[src/rtl/dct_pkg.sv]
// Shared definitions for the DCT job sequencer: peripheral register map and FSM states.
package dct_pkg;

    localparam logic [7:0] ADDR_START = 8'd0;
    localparam logic [7:0] ADDR_DATA  = 8'd1;
    localparam logic [7:0] ADDR_SETQ  = 8'd2;

    typedef enum logic [2:0] {
        S_IDLE,
        S_SETQ,
        S_START,
        S_LD_RD,
        S_LD_WR,
        S_RS_RD,
        S_RS_WR,
        S_DONE
    } dct_state_t;

endpackage

[src/rtl/dct_sequencer.sv]
// Streams N samples from memory into the DCT peripheral and copies the N results back.
// Optional RS_RD stall watchdog enabled by defining DCT_SEQ_TIMEOUT_EN.
module dct_sequencer
    import dct_pkg::*;
#(
    parameter int MAX_SIZE       = 128,
    parameter int NBITS          = 16,
    parameter int AW             = 16,
    parameter int TIMEOUT_CYCLES = 1024
) (
    input  logic             clk,
    input  logic             reset,
    input  logic             start,
    input  logic [7:0]       size,
    input  logic [NBITS-1:0] qm,
    input  logic [AW-1:0]    src_base,
    input  logic [AW-1:0]    dst_base,
    output logic             busy,
    output logic             done,
    output logic             err,
    output logic [AW-1:0]    mem_addr,
    output logic             mem_read,
    output logic             mem_write,
    output logic [NBITS-1:0] mem_wdata,
    input  logic [NBITS-1:0] mem_rdata,
    output logic [7:0]       dct_address,
    output logic             dct_read,
    output logic             dct_write,
    output logic [NBITS-1:0] dct_writedata,
    input  logic [NBITS-1:0] dct_readdata,
    input  logic             dct_done
);

    dct_state_t       state;
    logic [7:0]       n_q;
    logic [7:0]       k;
    logic [AW-1:0]    src_q;
    logic [AW-1:0]    dst_q;
    logic [NBITS-1:0] wdata_q;
    logic             size_bad_c;
    logic             k_last_c;

`ifdef DCT_SEQ_TIMEOUT_EN
    localparam int unsigned TW = $clog2(TIMEOUT_CYCLES + 1);
    logic [TW-1:0] stall_cnt;
`endif

    assign size_bad_c = (size < 8'd2) || (int'(size) > MAX_SIZE);
    assign k_last_c   = (k == n_q - 8'd1);

    // Memory read data lands in LD_WR, so the sample is forwarded straight to the peripheral.
    assign dct_writedata = (state == S_LD_WR) ? mem_rdata : wdata_q;

    always_ff @(posedge clk) begin
        if (reset) begin
            state       <= S_IDLE;
            n_q         <= '0;
            k           <= '0;
            src_q       <= '0;
            dst_q       <= '0;
            wdata_q     <= '0;
            busy        <= 1'b0;
            done        <= 1'b0;
            err         <= 1'b0;
            mem_addr    <= '0;
            mem_read    <= 1'b0;
            mem_write   <= 1'b0;
            mem_wdata   <= '0;
            dct_address <= '0;
            dct_read    <= 1'b0;
            dct_write   <= 1'b0;
`ifdef DCT_SEQ_TIMEOUT_EN
            stall_cnt   <= '0;
`endif
        end else begin
            mem_read  <= 1'b0;
            mem_write <= 1'b0;
            dct_read  <= 1'b0;
            dct_write <= 1'b0;
            done      <= 1'b0;

            // Outputs are set on the edge entering the state they belong to.
            case (state)
                S_IDLE: begin
                    if (start) begin
                        n_q   <= size;
                        src_q <= src_base;
                        dst_q <= dst_base;
                        k     <= '0;
                        busy  <= 1'b1;
                        if (size_bad_c) begin
                            err   <= 1'b1;
                            done  <= 1'b1;
                            state <= S_DONE;
                        end else begin
                            err         <= 1'b0;
                            dct_write   <= 1'b1;
                            dct_address <= ADDR_SETQ;
                            wdata_q     <= qm;
                            state       <= S_SETQ;
                        end
                    end
                end
                S_SETQ: begin
                    dct_write   <= 1'b1;
                    dct_address <= ADDR_START;
                    wdata_q     <= NBITS'(n_q);
                    state       <= S_START;
                end
                S_START: begin
                    mem_read <= 1'b1;
                    mem_addr <= src_q + AW'(k);
                    state    <= S_LD_RD;
                end
                S_LD_RD: begin
                    dct_write   <= 1'b1;
                    dct_address <= ADDR_DATA;
                    state       <= S_LD_WR;
                end
                S_LD_WR: begin
                    if (k_last_c) begin
                        k           <= '0;
                        dct_read    <= 1'b1;
                        dct_address <= 8'd0;
                        state       <= S_RS_RD;
                    end else begin
                        k        <= k + 8'd1;
                        mem_read <= 1'b1;
                        mem_addr <= src_q + AW'(k + 8'd1);
                        state    <= S_LD_RD;
                    end
                end
                S_RS_RD: begin
                    if (dct_done) begin
                        mem_write <= 1'b1;
                        mem_addr  <= dst_q + AW'(k);
                        mem_wdata <= dct_readdata;
                        state     <= S_RS_WR;
`ifdef DCT_SEQ_TIMEOUT_EN
                        stall_cnt <= '0;
`endif
                    end else begin
`ifdef DCT_SEQ_TIMEOUT_EN
                        if (stall_cnt == TW'(TIMEOUT_CYCLES - 1)) begin
                            stall_cnt <= '0;
                            err       <= 1'b1;
                            done      <= 1'b1;
                            state     <= S_DONE;
                        end else begin
                            stall_cnt <= stall_cnt + TW'(1);
                            dct_read  <= 1'b1;
                        end
`else
                        dct_read <= 1'b1;
`endif
                    end
                end
                S_RS_WR: begin
                    if (k_last_c) begin
                        done  <= 1'b1;
                        state <= S_DONE;
                    end else begin
                        k           <= k + 8'd1;
                        dct_read    <= 1'b1;
                        dct_address <= k + 8'd1;
                        state       <= S_RS_RD;
                    end
                end
                S_DONE: begin
                    busy  <= 1'b0;
                    state <= S_IDLE;
                end
                default: begin
                    busy  <= 1'b0;
                    state <= S_IDLE;
                end
            endcase
        end
    end

endmodule

[config.mk]
export PLATFORM = sky130hd
export DESIGN_NAME = dct_sequencer
export DESIGN_NICKNAME = d
export VERILOG_FILES = /design/src/rtl/dct_pkg.sv /design/src/rtl/dct_sequencer.sv
export SDC_FILE = /design/constraint.sdc
export NUM_CORES = 1
export LEC_CHECK = 0
export CAP_MARGIN = 20
export CORE_MARGIN = 3
export CORE_UTILIZATION = 50
export CTS_CLUSTER_SIZE = 40
export DETAILED_ROUTE_END_ITERATION = 6
export DONT_BUFFER_PORTS = 1
export PLACE_DENSITY_LB_ADDON = 0.2
export SETUP_SLACK_MARGIN = 0.4
export SLEW_MARGIN = 20
export SYNTH_ARGS = -nofsm -noshare
export SYNTH_HDL_FRONTEND = slang
export SYNTH_SLANG_ARGS = --single-unit
[constraint.sdc]
create_clock -name clk -period 3.6 [get_ports clk]
set_input_delay 0.72 -clock clk [delete_from_list [all_inputs] [get_ports clk]]
set_output_delay 0.72 -clock clk [all_outputs]
set_load 0.01 [all_outputs]
==> run summary, run 1 <==
The initialized floorplan defines 39 standard-cell rows. The startpoint identified for the worst register-to-register timing path is state[0]. The global placement routability congestion came out at 0.900. After detailed routing, the average wire length per cell comes to 16.4 um. The worst slew margin relative to its limit came out at 0.372. The residual DRC count is 0. The clock buffer count from CTS came out at 17.

The post-route fraction of the period consumed by the critical path came out at 0.817. After the last flow step, the layout net total stands at 922. The actual slew at the worst max-slew pin came out at 0.940 ns.

The critical path class is flip-flop to flip-flop. The number of endpoints with negative hold slack in the final report was 0. The mean post-synth cell area came out at 7.46 sq um. Clock-pin slew was measured on the worst setup and hold paths at 0.05 ns. Hold repair after CTS inserted 0 buffers.

Entering global routing, the biggest net connects 100 pins. The x dimension of the die came out at 117 um. The number of synthesized flops with an enable pin is 0. The post-synthesis sequential area ratio came out at 0.373. The most critical setup path has its startpoint at state[0]. The total power per unit cell area came out at 563 nW/um^2. The number of global-route vias before repair is 5038. The data required time of the worst path came out at 3.93 ns. Measured along the y axis, the die boundary spans 117 um.

Counting cells, the worst reg-to-reg path comes to 14. Synthesis produced a netlist whose cell count is 820. The number of nets with antenna violations after detailed routing came out at 0.

Following the worst setup path forward leads to its endpoint at mem_addr[14]. The worst hold path class is input port to flip-flop. The number of levels the H-tree was split into is 4.

Along the worst hold path, the cell count comes to 1. The floorplan step defined a core boundary enclosing 11700 sq um. Among all flip-flop cells after synthesis, the most frequent one is sky130_fd_sc_hd__dfxtp_1. The fraction of synthesized cell area taken by the top area cell type is 0.373.

The routed wire length came out at 15900 um. Counting flops and latches in the post-synthesis netlist gives 114. The number of inserted diodes is 0. The number of standard cells in the final layout excluding fillers is 966.

Setup repair after global routing could not meet its margin everywhere. The proportion of layout cells with a drive suffix above 1 came out at 0.0838. In this run the cell area of the synthesized design comes to 6120 sq um.

The number of nets handed over by synthesis was 932. The biggest area consumer among synthesized cells is sky130_fd_sc_hd__dfxtp_1. The starting density of the core came out at 0.523. VDD sags by at most 0.349 mV.

The area growth from synthesis to layout is 13.1%. The run finished with clean final reports. The leakage component of the power is 0.00276 uW.

The Yosys step of the flow raised 0 warnings. The endpoint identified for the worst register-to-register timing path is mem_addr[14]. The routed via count is 5519. The maximum root-to-sink buffer count came out at 2. Ranked by total cell area, the synthesized netlist is headed by sky130_fd_sc_hd__dfxtp_1 (37%), sky130_fd_sc_hd__nand2_1 (13%), sky130_fd_sc_hd__a21oi_1 (7.5%). The number of endpoints failing setup at the final stage is 0.

The proportion of register bits with asynchronous set or reset after synthesis came out at 0. The total instance count after detailed placement is 930. The setup TNS is 0 ns. The post-placement setup slack came out at 0.331 ns.

The die area is 13600 sq um. The worst setup path is launched from a flip-flop. The post-layout minimum cycle time is 2.94 ns. The total power of the final layout is 3900 uW. The global-route usage over all layers is 0.233. The root buffer cell chosen for the clock tree is sky130_fd_sc_hd__clkbuf_16. The mean number of vias per cell came out at 5.71. Of all nets on the critical path, the largest fanout is 13. The boundary pin count is 155.

The first-pass GRT wire length is 24700 um. The final global-route overflow total is 0. The register-to-register path setup slack came out at 0.66 ns. For this block, the initial DRC count from the detailed router was 344.

The max-slew violation count is 0. The estimated wirelength of the detail-placed design is 11700 um. The count of different cell masters after synthesis came out at 54. The number of sinks driven by the clock tree is 114. The post-route worst setup slack is 0.660 ns.

The initial antenna violation count came to 0. The number of filler instances in the final layout came out at 1081. The setup skew after layout is 0.00717 ns. TritonCTS built the clock tree.

The arrival time at the worst endpoint came out at 3.27 ns. The iteration count of the initial detailed-routing pass is 5. STA classifies the critical path endpoint as a flip-flop. The clock latency at the later pin of the worst-skew pair came out at 0.41 ns. The maximum achievable frequency came out at 0.340 GHz. The number of maximum-capacitance constraint violations came out at 0. The number of buffer cells added on primary ports came out at 0.
## cell usage after synthesis, types with 3 or more instances
| master | instances |
|---|---|
| sky130_fd_sc_hd__a211oi_1 | 21 |
| sky130_fd_sc_hd__nor3_1 | 13 |
| sky130_fd_sc_hd__clkbuf_1 | 39 |
| sky130_fd_sc_hd__dfxtp_1 | 114 |
| sky130_fd_sc_hd__nor2_1 | 83 |
| sky130_fd_sc_hd__xor2_1 | 16 |
| sky130_fd_sc_hd__buf_1 | 5 |
| sky130_fd_sc_hd__nand2_1 | 218 |
| sky130_fd_sc_hd__and2_1 | 5 |
| sky130_fd_sc_hd__or2_2 | 5 |
| sky130_fd_sc_hd__nor2b_1 | 8 |
| sky130_fd_sc_hd__a21oi_1 | 92 |
| sky130_fd_sc_hd__o211ai_1 | 6 |
| sky130_fd_sc_hd__ha_1 | 18 |
| sky130_fd_sc_hd__nand4_1 | 6 |
| sky130_fd_sc_hd__a21o_1 | 3 |
| sky130_fd_sc_hd__inv_1 | 11 |
| sky130_fd_sc_hd__o221ai_1 | 3 |
| sky130_fd_sc_hd__buf_2 | 5 |
| sky130_fd_sc_hd__nand2b_1 | 7 |
| sky130_fd_sc_hd__xnor2_1 | 21 |
| sky130_fd_sc_hd__mux2_2 | 3 |
| sky130_fd_sc_hd__nand3_1 | 12 |
| sky130_fd_sc_hd__a311oi_1 | 4 |
| sky130_fd_sc_hd__a22oi_1 | 4 |
| sky130_fd_sc_hd__o21ai_0 | 28 |
| sky130_fd_sc_hd__mux2i_1 | 31 |
| sky130_fd_sc_hd__a31oi_1 | 3 |
## metal layers
layer | vias to the layer above | track usage | wire, um
met5 | - | 0 | 0
met4 | 0 | 0.0810 | 301
met3 | 25 | 0.0746 | 1170
met2 | 178 | 0.390 | 7420
met1 | 2535 | 0.282 | 7000
li1 | 2781 | - | -
## power breakdown
part / internal (uW) / total, uW / switching [uW]
sequential: 1380 / 1500 / 129
clock: 1210 / 1780 / 569
combinational: 243 / 616 / 373
## timing repair
action / CTS / global route
setup buffers: 0 / 4
endpoints found under the setup margin: 1 / 7
pin swaps: 0 / 1
gates resized for setup: 1 / 7
## sequential cells by signal, summed over array words and instances, names as in the netlist
| signal | cells |
|---|---|
| k | 8 |
| dct_address | 8 |
| mem_addr | 16 |
| dct_write | 1 |
| src_q | 16 |
| mem_read | 1 |
| dct_read | 1 |
| mem_wdata | 16 |
| busy | 1 |
| done | 1 |
| state | 3 |
| wdata_q | 16 |
| err | 1 |
| mem_write | 1 |
| dst_q | 16 |
| n_q | 8 |
## cells by family (layout without fill, tap and decap cells)
group	Yosys count	in the layout	share of synthesized area
AOI/OAI and AO/OA	184	184	0.181
xor gates and xnor gates	37	37	0.0529
adders and majority gates	20	20	0.0433
buffers and inverters	60	63	0.0378
DFF	114	114	0.373
muxes	35	35	0.0587
and+or+nand+nor	370	370	0.253
## final cells by class
cell class	instances	area (sq um)	area share
clock buffer	22	474	0.0685
clock inverter	10	155	0.0224
inverter	11	45.0	0.00651
multi-input combinational	646	3630	0.525
sequential	114	2290	0.330
tap	143	179	0.0258
timing repair buffer	20	150	0.0217
## cells in the final DEF (no fill, tap or decap), types with 5 or more instances in the layout
master                      count
sky130_fd_sc_hd__o21ai_0       28
sky130_fd_sc_hd__nand4_1        6
sky130_fd_sc_hd__a21oi_1       92
sky130_fd_sc_hd__a211oi_1      21
sky130_fd_sc_hd__xor2_1        16
sky130_fd_sc_hd__nand2_1      218
sky130_fd_sc_hd__ha_1          17
sky130_fd_sc_hd__inv_1         10
sky130_fd_sc_hd__nor3_1        13
sky130_fd_sc_hd__mux2i_1       31
sky130_fd_sc_hd__buf_4         20
sky130_fd_sc_hd__nand3_1       12
sky130_fd_sc_hd__and2_1         5
sky130_fd_sc_hd__o211ai_1       6
sky130_fd_sc_hd__clkbuf_16     17
sky130_fd_sc_hd__nand2b_1       7
sky130_fd_sc_hd__nor2b_1        8
sky130_fd_sc_hd__dfxtp_1      113
sky130_fd_sc_hd__or2_2          5
sky130_fd_sc_hd__xnor2_1       21
sky130_fd_sc_hd__nor2_1        80
## through the flow
| step | hold WS [ns] | util | instance area [sq um] |
|---|---|---|---|
| 2_1_floorplan | 0.436 | - | 6120 |
| 3_3_place_gp | 0.440 | 0.532 | 6240 |
| 3_5_place_dp | 0.444 | 0.532 | 6240 |
| 4_1_cts | 0.359 | 0.586 | 6870 |
| 5_1_grt | 0.360 | 0.591 | 6920 |
| 6_report | 0.383 | 0.591 | 6920 |
## worst max-delay path, cell delays in order (launching register included)
cell and delay, ns:
sky130_fd_sc_hd__dfxtp_4 0.42, sky130_fd_sc_hd__clkinvlp_4 0.17, sky130_fd_sc_hd__nor2_2 0.18, sky130_fd_sc_hd__buf_4 0.18, sky130_fd_sc_hd__nand2_1 0.07, sky130_fd_sc_hd__o21ai_0 0.08, sky130_fd_sc_hd__ha_2 0.23, sky130_fd_sc_hd__fa_1 0.21
sky130_fd_sc_hd__a21oi_1 0.11, sky130_fd_sc_hd__o211ai_1 0.27, sky130_fd_sc_hd__o21ai_4 0.16, sky130_fd_sc_hd__o31a_1 0.32, sky130_fd_sc_hd__nor3_1 0.17, sky130_fd_sc_hd__a21oi_1 0.06, sky130_fd_sc_hd__a211oi_1 0.25
## worst min path at each step
stage	from	endpoint	slack (ns)
global placement	src_q[0]	src_q[0]	0.44
finish	reset	mem_write	0.38
detailed placement	src_q[0]	src_q[0]	0.44
floorplan	dst_q[13]	dst_q[13]	0.44
global route	reset	mem_write	0.36
CTS	reset	mem_wdata[0]	0.36
No activity file was read; power rests on OpenSTA's default activity.
==> inputs of run 2 (changes only) <==
Clock period 3.6 ns to 2.4 ns, I/O delays scaled along.
==> run 2 against run 1 <==
  * The flow now finishes with violations (negative setup slack)
  * Core utilization is 15 points higher
  * Critical path depth did not move
  * Power grew 59%
  * Flip-flop and latch count stayed put
  * Global-route usage up 4.3 points
  * First-iteration DRC count increased by 35%
  * Register-to-register slack got worse by 0.86 ns
  * Maximum frequency is 13% higher
  * Count of clock-buffer cells in the layout shrank 5
  * Via count grew 11%
  * Critical path type unchanged
==> run summary, run 2 (synthesis results as in run 1) <==
The leakage component of the power came out at 0.00348 uW. The estimated wirelength of the detail-placed design is 12900 um. Max-cap violations in this run came to 0.

For the finished layout, the period the worst path requires is 2.60 ns. The x dimension of the die is 117 um. After global routing the overflow that remains totals 0. The tightest min-delay check is of the input port to flip-flop type. The delay of the slowest critical-path stage is 0.39 ns. Relative to the synthesized area, the layout overhead comes to 41.4%. The switching component of the power came out at 1980 uW. TritonCTS built the clock tree. Internal power comes to 4210 uW. The pin count of the biggest net entering global routing is 100. The cell depth of the worst hold path came out at 1. The setup skew after layout came out at 0.00862 ns. For this design, the slowest cell found on the critical path is sky130_fd_sc_hd__fa_2.

The critical path class is flip-flop to flip-flop. The starting density of the core is 0.523. Clock tree synthesis inserted a total of 17 buffers. The boundary pin count is 155. The first-pass GRT wire length came out at 29200 um. The area inside the core boundary is 11700 sq um. In the final routed layout, each cell accounts on average for 18.8 um. At the worst endpoint, the required time is 2.71 ns. The residual DRC count is 0. The proportion of layout cells with a drive suffix above 1 came out at 0.330.

The worst IR drop on VDD came out at 0.410 mV. The leading cell type in the layout, fill and taps excluded is sky130_fd_sc_hd__nand2_1. At the later pin of the worst-skew pair, clock insertion delay measures 0.42 ns. The maximum net fanout on the critical path is 10. With fillers left out, the area of the finished cells amounts to 8660 sq um. The routed via count is 6140. The clock tree synthesis step divided the H-tree into 4 levels. The global-route usage over all layers came out at 0.276.

The post-route fraction of the period consumed by the critical path is 1.08. The maximum root-to-sink buffer count is 2. The sequential group share of total power came out at 0.364. The register-to-register path setup slack is -0.20 ns. The clock power share is 0.387. The iteration count of the initial detailed-routing pass came out at 7. The top cell types in the final layout, fill and taps aside, are sky130_fd_sc_hd__nand2_1 (165), sky130_fd_sc_hd__dfxtp_1 (101), sky130_fd_sc_hd__a21oi_1 (81), sky130_fd_sc_hd__nor2_1 (73), sky130_fd_sc_hd__buf_4 (72).

The count of nets after finishing is 1005. Setup violations remaining at the end of the flow were counted as 9. The clock slew at the register clock pins of the worst setup and hold paths is 0.06 ns. The worst setup path is launched from a flip-flop.

The routed wire length came out at 19700 um. The number of placement rows came out at 39. STA classifies the critical path endpoint as a flip-flop. Clock tree synthesis selected as its root buffer the cell sky130_fd_sc_hd__clkbuf_16. Setup repair after global routing could not meet its margin everywhere. Of the total power, combinational logic draws 0.249. The maximum achievable frequency came out at 0.385 GHz.

In this run the remaining antenna-violating nets after routing total 0. The tightest hold path in the finished design has a slack of 0.114 ns. The initial antenna violation count came out at 1. The number of buffer cells added on primary ports came out at 0. After layout, the worst setup slack is -0.196 ns. The actual slew at the worst max-slew pin is 0.553 ns. Measured along the y axis, the die boundary spans 117 um. The post-detailed-placement cell area is 6900 sq um. After detailed routing, the number of vias per cell comes to 5.85. The number of endpoints with negative hold slack in the final report came to 0. The worst slew margin relative to its limit came out at 0.621. The signal on the critical path passes through nand3b_1 -> buf_12 -> nand2_4 -> nand2_4 -> buf_4 -> fa_2 -> a21oi_4 -> o211ai_1 -> o21ai_4 -> buf_4 -> xor2_1 -> a22oi_1 -> o2111ai_1 -> o21ai_1. The global placement routability congestion came out at 0.910.

The flow ran to the end, but the final reports show violations. The arrival time at the worst endpoint is 2.90 ns. The total power per unit cell area is 714 nW/um^2.

The number of inserted diodes is 0. The number of sinks driven by the clock tree came out at 114. The number of global-route vias before repair is 5790. The number of standard cells in the final layout excluding fillers came out at 1049. The checks that failed: negative setup slack.

The max-slew violation count is 0. Once placement completed, the tool counted placed cells totaling 973. After the first detailed-routing iteration, the DRC count stood at 466. The die area is 13600 sq um.

Counting cells, the worst reg-to-reg path comes to 14. The proportion of total power due to net switching came out at 0.320.
[run 2: cell count changes in the layout (fill, tap and decap cells not counted), sizes merged, moves of 2 or more]
cell / previous run / this run
bufinv: 4 / 1
bufbuf: 0 / 2
clkbuf: 22 / 17
clkinv: 4 / 7
buf: 20 / 101
inv: 10 / 14
[run 2: worst paths after layout]
kind | startpoint | endpoint
max reg2reg | state[1] | mem_addr[8]
min reg2reg | src_q[0] | src_q[0]
max | state[1] | mem_addr[8]
min | reset | wdata_q[2]
[run 2: worst max-delay path, delay by kind of cell, from the launching register on]
family                   cells  cell delay, ns
adder cells (fa/ha/maj)      1            0.39
XOR/XNOR                     1            0.18
AND/OR/NAND/NOR              3            0.33
buffers and inverters        3            0.48
AO/OA/AOI/OAI                6            0.78
flip-flops                   1            0.32
[run 2: power groups by stage]
stage	sequential [uW]	combinational, uW	clock, uW
CTS	2250	1420	2410
global placement	2270	1060	0
global route	2270	1660	2500
detailed placement	2280	1090	0
finish	2250	1540	2400
floorplan	2230	872	0
[run 2: repair_timing]
item | in CTS | in global routing
hold buffers | 0 | 0
setup endpoints to repair | 57 | 99
pin swaps | 31 | 52
setup buffers | 20 | 19
resized for setup | 147 | 47
gates cloned | 5 | 0
[run 2: layer usage]
| metal | up-vias | global-route usage | share of wire |
|---|---|---|---|
| met2 | 216 | 0.463 | 0.51 |
| li1 | 2971 | - | - |
| met1 | 2919 | 0.344 | 0.41 |
| met4 | 2 | 0.102 | 0.022 |
| met3 | 32 | 0.0689 | 0.062 |
| met5 | - | 0 | 0.00066 |
[run 2: metrics by stage]
stage,power (uW),setup slack [ns],util,TNS (ns)
4_1_cts,6080,-0.0883,0.709,-0.473
3_3_place_gp,3330,-0.0741,0.589,-0.493
3_5_place_dp,3370,-0.226,0.589,-1.22
2_1_floorplan,3100,-0.216,-,-0.972
5_1_grt,6430,-0.324,0.739,-2.40
6_report,6180,-0.196,0.739,-0.873
[run 2: layout make-up]
cell class | instances | area, sq um
clock buffer | 17 | 425
multi-input combinational | 646 | 4510
sequential | 114 | 2300
inverter | 11 | 43.8
fill | 818 | 3060
timing repair buffer | 103 | 1060
tap | 143 | 179
clock inverter | 15 | 135
==> inputs of run 3 (changes only) <==
Settings changed: CTS_BUF_LIST set to sky130_fd_sc_hd__clkbuf_8, SETUP_SLACK_MARGIN 0.4 to 0.1.
==> run 3 against run 2 <==
  * The run still ends with negative setup slack left
  * Count of clock-buffer cells in the layout up 1
  * Critical endpoint is now mem_addr[15]
  * Flip-flop and latch count unchanged
  * Combinational power down 20%
  * Final cell count down 3.3%
  * Cell area down 10%
  * Sequential power about the same
==> run summary, run 3 (synthesis results as in run 1) <==
The flow ran to the end, but the final reports show violations. The checks that failed: negative setup slack. The x dimension of the die is 117 um. The area occupied by registers is 2310 sq um. The maximum net fanout on the critical path came out at 8.

The maximum root-to-sink buffer count is 2. The clock slew at the register clock pins of the worst setup and hold paths came out at 0.07 ns. The post-route fraction of the period consumed by the critical path came out at 1.08. The first-pass GRT wire length is 27700 um. After detailed routing, the average wire length per cell comes to 18.1 um. The area growth from synthesis to layout came out at 27.0%. The clock arrives with 0.00834 ns of skew.

The die is 117 um tall. The type of origin of the critical path is a flip-flop. The clock latency at the later pin of the worst-skew pair is 0.43 ns. The number of inserted diodes is 0.

The mean number of vias per cell is 5.89. The endpoint class of the critical path is a flip-flop. 155 I/O pins were placed. The global placement routability congestion is 0.898. The critical path class is flip-flop to flip-flop. The cell at the root of the clock tree is sky130_fd_sc_hd__clkbuf_8. The number of endpoints with negative hold slack in the final report came out at 0. The post-detailed-placement cell area is 6760 sq um. Of the cells placed in the final design, the portion with a size suffix greater than 1 is 0.231.

The clock buffer count from CTS came out at 17. The residual DRC count came out at 0. After legalization and detailed placement, the total HPWL measured 12700 um. Summed over all cells, the static leakage comes to 0.00308 uW.

The final global-route overflow total is 0. The number of cell instances on the worst register-to-register path is 13. After filler insertion, the fill cell instance count of the layout stands at 998.

The iteration count of the initial detailed-routing pass is 6. Setup repair after global routing could not meet its margin everywhere. VDD sags by at most 0.496 mV. The setup TNS is -1.26 ns. On the critical path, the stage with the largest delay is an instance of sky130_fd_sc_hd__dfxtp_2. The post-layout minimum cycle time is 2.59 ns. The routed via count is 5976.

The pin count of the biggest net entering global routing came out at 100. After the first detailed-routing iteration, the DRC count stood at 461. In the post-route analysis, the smallest setup slack over all paths is -0.193 ns. TritonCTS built the clock tree. The number of endpoints failing setup at the final stage came out at 10. In this run the power density over the cells is 706 nW/um^2.

For the pin with the worst max-slew slack, the measured transition is 0.549 ns. The multi-input logic area came out at 4150 sq um. The total power of the final layout is 5480 uW. The worst slew margin relative to its limit came out at 0.625. The arrival time at the worst endpoint is 2.94 ns. The number of nets with antenna violations after detailed routing is 0.

In this run the critical register-to-register path is launched from state[2]. The data required time of the worst path is 2.75 ns. The die area came out at 13600 sq um. For this run, the slowest stage of the critical path takes 0.38 ns. The worst hold slack across all endpoints is 0.123 ns. The number of maximum-capacitance constraint violations came out at 0.

In this run the worst setup path begins at state[2]. The routed wire length is 18300 um. The global-route usage over all layers came out at 0.260. The worst hold path class is input port to flip-flop. Traced cell by cell, the critical path runs through nand3b_1 -> buf_12 -> nand2_2 -> nand2_4 -> ha_4 -> nand2_4 -> o31ai_4 -> buf_4 -> o22ai_4 -> nor4_2 -> xnor2_1 -> nand2_1 -> a311oi_2. In this design, the critical path's most frequently occurring cell is sky130_fd_sc_hd__nand2_4.

The initial antenna violation count is 0. The number of global-route vias before repair is 5619. The critical path ends at mem_addr[15].

The endpoint identified for the worst register-to-register timing path is mem_addr[15]. The leading cell type in the layout, fill and taps excluded is sky130_fd_sc_hd__nand2_1. The number of placement rows came out at 39. The number of levels the H-tree was split into is 4. CTS saw 114 sinks.

The starting density of the core came out at 0.523. The count of nets after finishing came out at 971. Port buffering added 0 buffers. The register-to-register path setup slack came out at -0.19 ns. In the layout the commonest cells are sky130_fd_sc_hd__nand2_1 (206), sky130_fd_sc_hd__dfxtp_1 (99), sky130_fd_sc_hd__a21oi_1 (88), sky130_fd_sc_hd__nor2_1 (76), sky130_fd_sc_hd__buf_4 (50). The max-slew violation count is 0. The area inside the core boundary came out at 11700 sq um. The maximum achievable frequency came out at 0.386 GHz. The finished layout cell area came out at 7770 sq um.
run 3: worst min-delay path by stage:
stage	startpoint	endpoint	slack, ns	depth (start not counted)
6_report	reset	wdata_q[2]	0.12	1
5_1_grt	reset	wdata_q[0]	0.07	1
4_1_cts	reset	wdata_q[2]	0.09	1
3_5_place_dp	src_q[0]	src_q[0]	0.45	2
3_3_place_gp	src_q[0]	src_q[0]	0.44	2
2_1_floorplan	dst_q[13]	dst_q[13]	0.44	2
run 3: where the power goes:
| part | internal, uW | switching, uW |
|---|---|---|
| clock network | 1240 | 764 |
| logic | 532 | 694 |
| registers | 2060 | 192 |
run 3: final cells by class:
cell class | count | area share
Timing Repair Buffer | 69 | 0.0842
Tap cell | 143 | 0.0230
Clock inverter | 13 | 0.0248
Sequential cell | 114 | 0.297
Multi-Input combinational cell | 646 | 0.534
Inverter | 11 | 0.00531
Clock buffer | 18 | 0.0319
run 3: metal layers:
metal	share of wire	global-route usage	vias up
met5	0	0	-
met4	0.018	0.0925	0
met3	0.078	0.0803	33
met2	0.50	0.448	265
met1	0.40	0.305	2797
li1	-	-	2881
run 3: metrics by stage:
stage               cells  setup slack (ns)  utilization
floorplan             820            -0.217            -
global placement      969            -0.123        0.577
detailed placement    969            -0.202        0.577
global route         1014            -0.347        0.664
finish               1014            -0.193        0.664
CTS                  1011            -0.121        0.642
run 3: repair_timing:
| item | CTS | global route |
|---|---|---|
| buffers inserted | 10 | 4 |
| pin swaps | 24 | 27 |
| resized for setup | 49 | 52 |
| gates cloned | 1 | 0 |
| endpoints found under the setup margin | 49 | 49 |
| hold buffers | 0 | 0 |
run 3: critical path, delay by kind of cell (launching register included):
family,cells,cell delay (ns)
and+or+nand+nor,6,0.68
AOI/OAI and AO/OA,3,0.65
xor gates and xnor gates,1,0.15
buffers and inverters,2,0.35
adders and majority gates,1,0.29
DFF,1,0.38
